### config.mk
export PLATFORM = sky130hd
export DESIGN_NAME = flame_gen
export DESIGN_NICKNAME = d
export VERILOG_FILES = /design/src/rtl/flame_gen.sv
export SDC_FILE = /design/constraint.sdc
export NUM_CORES = 1
export LEC_CHECK = 0
export CAP_MARGIN = 20
export CORE_UTILIZATION = 55
export DETAILED_ROUTE_END_ITERATION = 8
export HOLD_SLACK_MARGIN = 0.05
export PLACE_DENSITY = 0.79
export SYNTH_ARGS = -nofsm -noshare
export SYNTH_HDL_FRONTEND = slang
export SYNTH_SLANG_ARGS = --single-unit
export TNS_END_PERCENT = 5
### constraint.sdc
create_clock -name clk -period 10.44 [get_ports clk]
set_input_delay 1.566 -clock clk [delete_from_list [all_inputs] [get_ports clk]]
set_output_delay 1.566 -clock clk [all_outputs]
set_load 0.005 [all_outputs]
### src/rtl/flame_gen.sv
`default_nettype none
// ============================================================================
//  Module   : flame_gen
//  Purpose  : Cross-shaped bomb explosion that grows cell by cell, holds at
//             full range, then clears. Produces a registered flame palette index.
//  Revision : 1.0
// ============================================================================
module flame_gen #(
  parameter int         CELL_LOG2   = 5,
  parameter int         GROW_FRAMES = 4,
  parameter int         HOLD_FRAMES = 30,
  parameter logic [7:0] TRANSPARENT = 8'd137,
  parameter logic [7:0] FLAME_BASE  = 8'd200
) (
  input  logic       clk,
  input  logic       reset,
  input  logic       active,
  input  logic [9:0] x,
  input  logic [9:0] y,
  input  logic       frame_tick,
  input  logic       explode,
  input  logic [4:0] bomb_col,
  input  logic [3:0] bomb_row,
  input  logic [2:0] range,
  output logic [7:0] flame_color,
  output logic       busy,
  output logic       done
);

  localparam int CNT_MAX = (GROW_FRAMES > HOLD_FRAMES) ? GROW_FRAMES : HOLD_FRAMES;
  localparam int CNT_W   = $clog2(CNT_MAX + 1);
  localparam logic [CNT_W-1:0] GROW_LAST = CNT_W'(GROW_FRAMES - 1);
  localparam logic [CNT_W-1:0] HOLD_LAST = CNT_W'(HOLD_FRAMES - 1);

  typedef enum logic [1:0] {
    S_IDLE = 2'd0,
    S_GROW = 2'd1,
    S_HOLD = 2'd2
  } state_t;

  state_t           state_q, state_d;
  logic [2:0]       radius_q, radius_d;
  logic [CNT_W-1:0] cnt_q, cnt_d;
  logic [4:0]       col_q, col_d;
  logic [3:0]       row_q, row_d;
  logic [2:0]       range_q, range_d;
  logic             done_q, done_d;
  logic [7:0]       color_q, color_d;

  always_ff @(posedge clk or posedge reset) begin
    if (reset) begin
      state_q  <= S_IDLE;
      radius_q <= 3'd0;
      cnt_q    <= '0;
      col_q    <= 5'd0;
      row_q    <= 4'd0;
      range_q  <= 3'd0;
      done_q   <= 1'b0;
      color_q  <= TRANSPARENT;
    end else begin
      state_q  <= state_d;
      radius_q <= radius_d;
      cnt_q    <= cnt_d;
      col_q    <= col_d;
      row_q    <= row_d;
      range_q  <= range_d;
      done_q   <= done_d;
      color_q  <= color_d;
    end
  end

  always_comb begin
    state_d  = state_q;
    radius_d = radius_q;
    cnt_d    = cnt_q;
    col_d    = col_q;
    row_d    = row_q;
    range_d  = range_q;
    done_d   = 1'b0;
    case (state_q)
      S_IDLE: begin
        // A frame_tick coinciding with the accepted explode is deliberately not counted.
        if (explode) begin
          col_d    = bomb_col;
          row_d    = bomb_row;
          range_d  = range;
          radius_d = 3'd0;
          cnt_d    = '0;
          state_d  = (range != 3'd0) ? S_GROW : S_HOLD;
        end
      end
      S_GROW: begin
        if (frame_tick) begin
          if (cnt_q == GROW_LAST) begin
            cnt_d    = '0;
            radius_d = radius_q + 3'd1;
            if ((radius_q + 3'd1) == range_q) state_d = S_HOLD;
          end else begin
            cnt_d = cnt_q + 1'b1;
          end
        end
      end
      S_HOLD: begin
        if (frame_tick) begin
          if (cnt_q == HOLD_LAST) begin
            state_d  = S_IDLE;
            radius_d = 3'd0;
            cnt_d    = '0;
            done_d   = 1'b1;
          end else begin
            cnt_d = cnt_q + 1'b1;
          end
        end
      end
      default: state_d = S_IDLE;
    endcase
  end

  // Cell distances are kept at 6 bits so the subtraction never wraps.
  logic [5:0] cx, cy, bc, br, dx, dy, rad6, dmax;
  logic       flame;

  always_comb begin
    cx    = 6'(x >> CELL_LOG2);
    cy    = 6'(y >> CELL_LOG2);
    bc    = {1'b0, col_q};
    br    = {2'b00, row_q};
    rad6  = {3'b000, radius_q};
    dx    = (cx >= bc) ? (cx - bc) : (bc - cx);
    dy    = (cy >= br) ? (cy - br) : (br - cy);
    dmax  = (dx > dy) ? dx : dy;
    flame = (state_q != S_IDLE) &&
            (((dy == 6'd0) && (dx <= rad6)) || ((dx == 6'd0) && (dy <= rad6)));

    color_d = TRANSPARENT;
    if (active && flame) begin
      if ((dx == 6'd0) && (dy == 6'd0))
        color_d = FLAME_BASE;
      else if ((dmax == rad6) && (radius_q != 3'd0))
        color_d = FLAME_BASE + 8'd2;
      else
        color_d = FLAME_BASE + 8'd1;
    end
  end

  assign flame_color = color_q;
  assign busy        = (state_q != S_IDLE);
  assign done        = done_q;

endmodule
`default_nettype wire

-- After elaboration in Yosys (flattened, before gate mapping)
Index checks and enable logic that the tools add are counted.
- flip-flop bits (word level): 31
- bits of input ports: 37
- output and inout bits: 10
- logic and storage cells: 78
- add/sub/neg operators: 6
- magnitude comparators: 5
- equal/unequal tests: 12
- mux-type cells: 29
- reduce and logical (&&, ||, !) cells: 18
- operator list (kind ; number):
    5-bit 2-to-1 mux ; 5
    2-bit 2-to-1 mux ; 9
    6-bit 2-to-1 mux ; 3
    3-bit 2-to-1 mux ; 5
    5-bit one-hot mux with 3 select lines ; 1
    6-bit by 3-bit less-or-equal comparator with 1-bit output ; 2
    6-bit logical NOT ; 2
    2-bit inequality test (second input constant) ; 6
    6-bit AND reduction ; 2
    5-bit by 5-bit subtractor with 6-bit output ; 2
    3-bit one-hot mux with 3 select lines ; 1
    3-bit nonzero test ; 3
    8-bit 2-to-1 mux ; 1
    6-bit by 3-bit equality test with 1-bit output ; 1
    6-bit greater-than comparator ; 1
    1-bit logical AND ; 6
    2-bit one-hot mux with 3 select lines ; 1
    4-bit by 5-bit subtractor with 6-bit output ; 1
    5-bit by 4-bit subtractor with 6-bit output ; 1
    5-bit by 1-bit adder with 5-bit output (second input constant) ; 1
    5-bit by 2-bit equality test with 1-bit output (second input constant) ; 1
    5-bit equality test (second input constant) ; 1
    5-bit by 4-bit >= comparator with 1-bit output ; 1
    5-bit >= comparator ; 1
    other kinds (10) ; 12

-- Longest topological paths before layout
- word-level depth: 9
- mapped depth: 20

-- Worst setup path after synthesis
OpenSTA, ideal clock, no wires.
- path type: input port to flip-flop
- start point: in y[5]
- end point: reg color_q[1], in the netlist flame_color[1]
- data arrival time: 4.963 ns
- required time: 10.360 ns
- setup slack: 5.396 ns
- cell stages on the path: 18
- cell sequence: inv_1 > ha_1 > inv_1 > fa_1 > a21o_1 > a211oi_2 > mux2i_1 > xor2_1 > ha_1 > nand3_1 > a21boi_0 > o32a_1 > clkbuf_1 > mux2i_1 > xnor2_1 > a21o_1 > a2111oi_4 > nor3b_2
- cells in the longest elaborated chain, start to end: 9
- ends and longest elaborated chain (element ; RTL line ; text):
    start: declaration ; 19 ; input logic [9:0] y,
    4-bit by 5-bit subtractor with 6-bit output (tied with other cells) ; 130 ; dy = (cy >= br) ? (cy - br) : (br - cy);
    6-bit 2-to-1 mux * ; 130 ;
    6-bit greater-than comparator ; 131 ; dmax = (dx > dy) ? dx : dy;
    6-bit 2-to-1 mux ; 131 ;
    6-bit by 3-bit equality test with 1-bit output ; 139 ; else if ((dmax == rad6) && (radius_q != 3'd0))
    1-bit logical AND ; 139 ;
    2-bit 2-to-1 mux ; 139 ;
    2-bit 2-to-1 mux ; 137 ; if ((dx == 6'd0) && (dy == 6'd0))
    8-bit 2-to-1 mux * ; 136 ; if (active && flame) begin
    named net color_d[1] ; 48 ; logic [7:0] color_q, color_d;
    end signal: assignment ; 68 ; color_q <= color_d;
    end: declaration ; 48 ;
The timed path passes the listed nets; every way through them passes the cells marked *.
A chain may end at the register's enable or synchronous reset.

-- Worst setup path after layout
Ends and elaborated chain as after synthesis.

==> flow_metrics.tcl <==
set metrics [dict create \
    max-cap-violations 0 \
    ir_worst_vdd_mv 0.1518 \
    layout-drive-gt1-share 0.08911 \
    avgRoutedWirePerCell_um 13.54 \
    critPathCaptureType "register" \
    die_width_um 70.04 \
    top_level_ports 47 \
    whs_path_depth 1 \
    die_area_um2 4906 \
    regToRegSetupSlack_ps 6220 \
    dr_total_vias 1970 \
    final_common_cell "inv_1" \
    drt-initial-drc-count 90 \
    clkTransAtPathRegs_ps 80 \
    dpl_cell_area_um2 2854 \
    ys.warnings.count 0 \
    p_int_uw 473.5 \
    r2r_end "flame_color[1]" \
    cts-root-buf "clkbuf_8" \
    gp_congestion 0.8619 \
    r2r_start "row_q[0]" \
    cp.arrival_ps 5830 \
    track_usage 0.2049 \
    netlist.area_leader.share 0.2457 \
    p_leak_uw 0.001373 \
    die_h_um 70.04 \
    fmax_mhz 177.2 \
    fin_total_pwr_uw 924.0 \
    first_global_vias 1990 \
    ant_nets 0 \
    synth_edf_count 0 \
    finClkSkew_ps 1.627 \
    synth_ff_type "dfrtp_1" \
    numPortBuffers 31 \
    syn_area_per_cell_um2 9.192 \
    grt_antenna_before_repair 0 \
    min_to "cnt_q[4]" \
    fp.coreArea_um2 4414 \
    numCtsBuffers 3 \
    p_clk_frac 0.062 \
    hpwl_mm 3.840 \
    relSlewSlack 0.6273 \
    start_kind "input port" \
    synth_cells 277 \
    power_frac_seq 0.179 \
    tritoncts "built" \
    synth.distinct_cells 54 \
    cp_data_required_time_ps 10630 \
    final_nets 383 \
    switching_share 0.4875 \
    drv_slew 0 \
    drtPass1Iterations 4 \
    power.share.combinational 0.759 \
    wl_mm 4.805 \
    rsz0062_at_grt "no" \
    critPathKind "in2reg" \
    via_per_inst 5.549 \
    ys_ff_latch 26 \
    hold_start "cnt_q[4]" \
    finalHoldViolCount 0 \
    setup_viol 0 \
    yosysTopAreaCell "dfrtp_1" \
    grt_pass1_wl_mm 8.238 \
    worstMarginPinSlew_ps 555.1 \
    power.density_nw_per_um2 315.7 \
    cts_resized 0 \
    globalRouteOverflowTotal 0 \
    period_minus_slack_ps 5644 \
    whs_ps 509.6 \
    setup_tns_ps 0 \
    p_switching_uw 450.5 \
    synthTopCellsByArea "dfrtp_1, ha_1, inv_1, mux2_2, fa_1" \
    layout_common_cells "inv_1, ha_1, clkdlybuf4s50_1, dfrtp_1, o21ai_0" \
    syn_area_um2 2546 \
    cts_setup_buffers 0 \
    holdBufCountCts 0 \
    design_area_um2 2927 \
    grt_max_degree 27 \
    antennaDiodeCount 0 \
    async_reset_ff_frac 1.000 \
    area.growth.synth_to_final_pct 14.94 \
    drc 0 \
    fin_crit_sh 0.5406 \
    core.rowCount 24 \
    hold_path_class "reg2reg" \
    h-tree-depth 1 \
    cts_buffer_depth 2 \
    utilization 0.6630 \
    path_max_fanout 6 \
    clk_latency_ps 260 \
    status "finished clean" \
    clock_sinks 26 \
    start_util 0.5768 \
    reg2regPathDepth 16 \
    ys_seq_area_frac 0.2560 \
]
==> per-stage QoR <==
step,setup slack [ps],std cells
final,4796,355
after global routing,4422,355
after CTS,4777,354
after detailed placement,4511,350
after global placement,4633,350
after floorplan,5396,280
==> synthesized netlist by cell type, types with 5 or more instances <==
master and instances:
a21o_1 7, a21oi_1 13, buf_4 5, dfrtp_1 25
ha_1 38, inv_1 42, mux2_2 12, mux2i_1 7
nand2_1 11, nand2b_1 5, nand3_1 8, nor2_1 8
nor2b_1 5, o21ai_0 16, o31ai_1 6, xnor2_1 6
==> registers in the layout, summed over array words and instances (netlist names) <==
name / count
done: 1
range_q: 3
state_q: 2
col_q: 5
row_q: 4
radius_q: 3
flame_color: 3
cnt_q: 5
==> metal layers <==
layer | global-route usage | vias to the layer above | part of all wire
met1 | 0.2636 | 925 | 0.48
li1 | - | 1013 | -
met2 | 0.3611 | 28 | 0.49
met3 | 0.02165 | 4 | 0.020
met5 | 0 | - | 0
met4 | 0.06222 | 0 | 0.0069
==> critical path, cell delays in order <==
cell and delay (ps):
clkdlybuf4s50_1 440, inv_1 70, ha_1 170, inv_1 60, fa_1 390, a21o_1 200, a211oi_2 450, mux2i_1 260
xor2_1 300, ha_1 310, nand3_1 70, a21boi_0 80, o32a_1 440, mux2i_1 250, xnor2_1 90, a21o_1 190
a2111oi_4 300, nor3b_2 210
==> worst max path at each step <==
stage | from | cells after the start | to | slack (ps)
after floorplan | y[5] | 18 | flame_color[1] | 5400
after global placement | y[5] | 18 | flame_color[1] | 4630
after detailed placement | y[5] | 18 | flame_color[1] | 4510
after CTS | y[5] | 18 | flame_color[1] | 4780
after global routing | y[5] | 18 | flame_color[1] | 4420
final | y[5] | 18 | flame_color[1] | 4800
==> power by group through the flow <==
| stage | sequential (uW) | clock (uW) | combinational [uW] |
|---|---|---|---|
| 2_1_floorplan | 158 | 0 | 576 |
| 3_3_place_gp | 166 | 0 | 671 |
| 6_report | 165 | 56.9 | 702 |
| 5_1_grt | 171 | 63.9 | 790 |
| 3_5_place_dp | 167 | 0 | 695 |
| 4_1_cts | 165 | 58.6 | 700 |
==> kinds of logic after synthesis <==
logic type,synth area share
AO/OA/AOI/OAI,0.1872
buffers and inverters,0.09287
adder cells (fa/ha/maj),0.2182
XOR/XNOR,0.03440
other,0.002950
AND/OR/NAND/NOR,0.1189
multiplexers,0.08944
flip-flops,0.2560
==> cell type report <==
type / instances / area (um2)
well taps: 52 / 65.06
fillers: 373 / 1488
clock buffers: 4 / 45.04
repair buffers: 32 / 337.8
flip-flops and latches: 26 / 651.9
multi-input cells: 199 / 1669
inverters: 42 / 157.7
No activity file was read; power rests on OpenSTA's default activity.
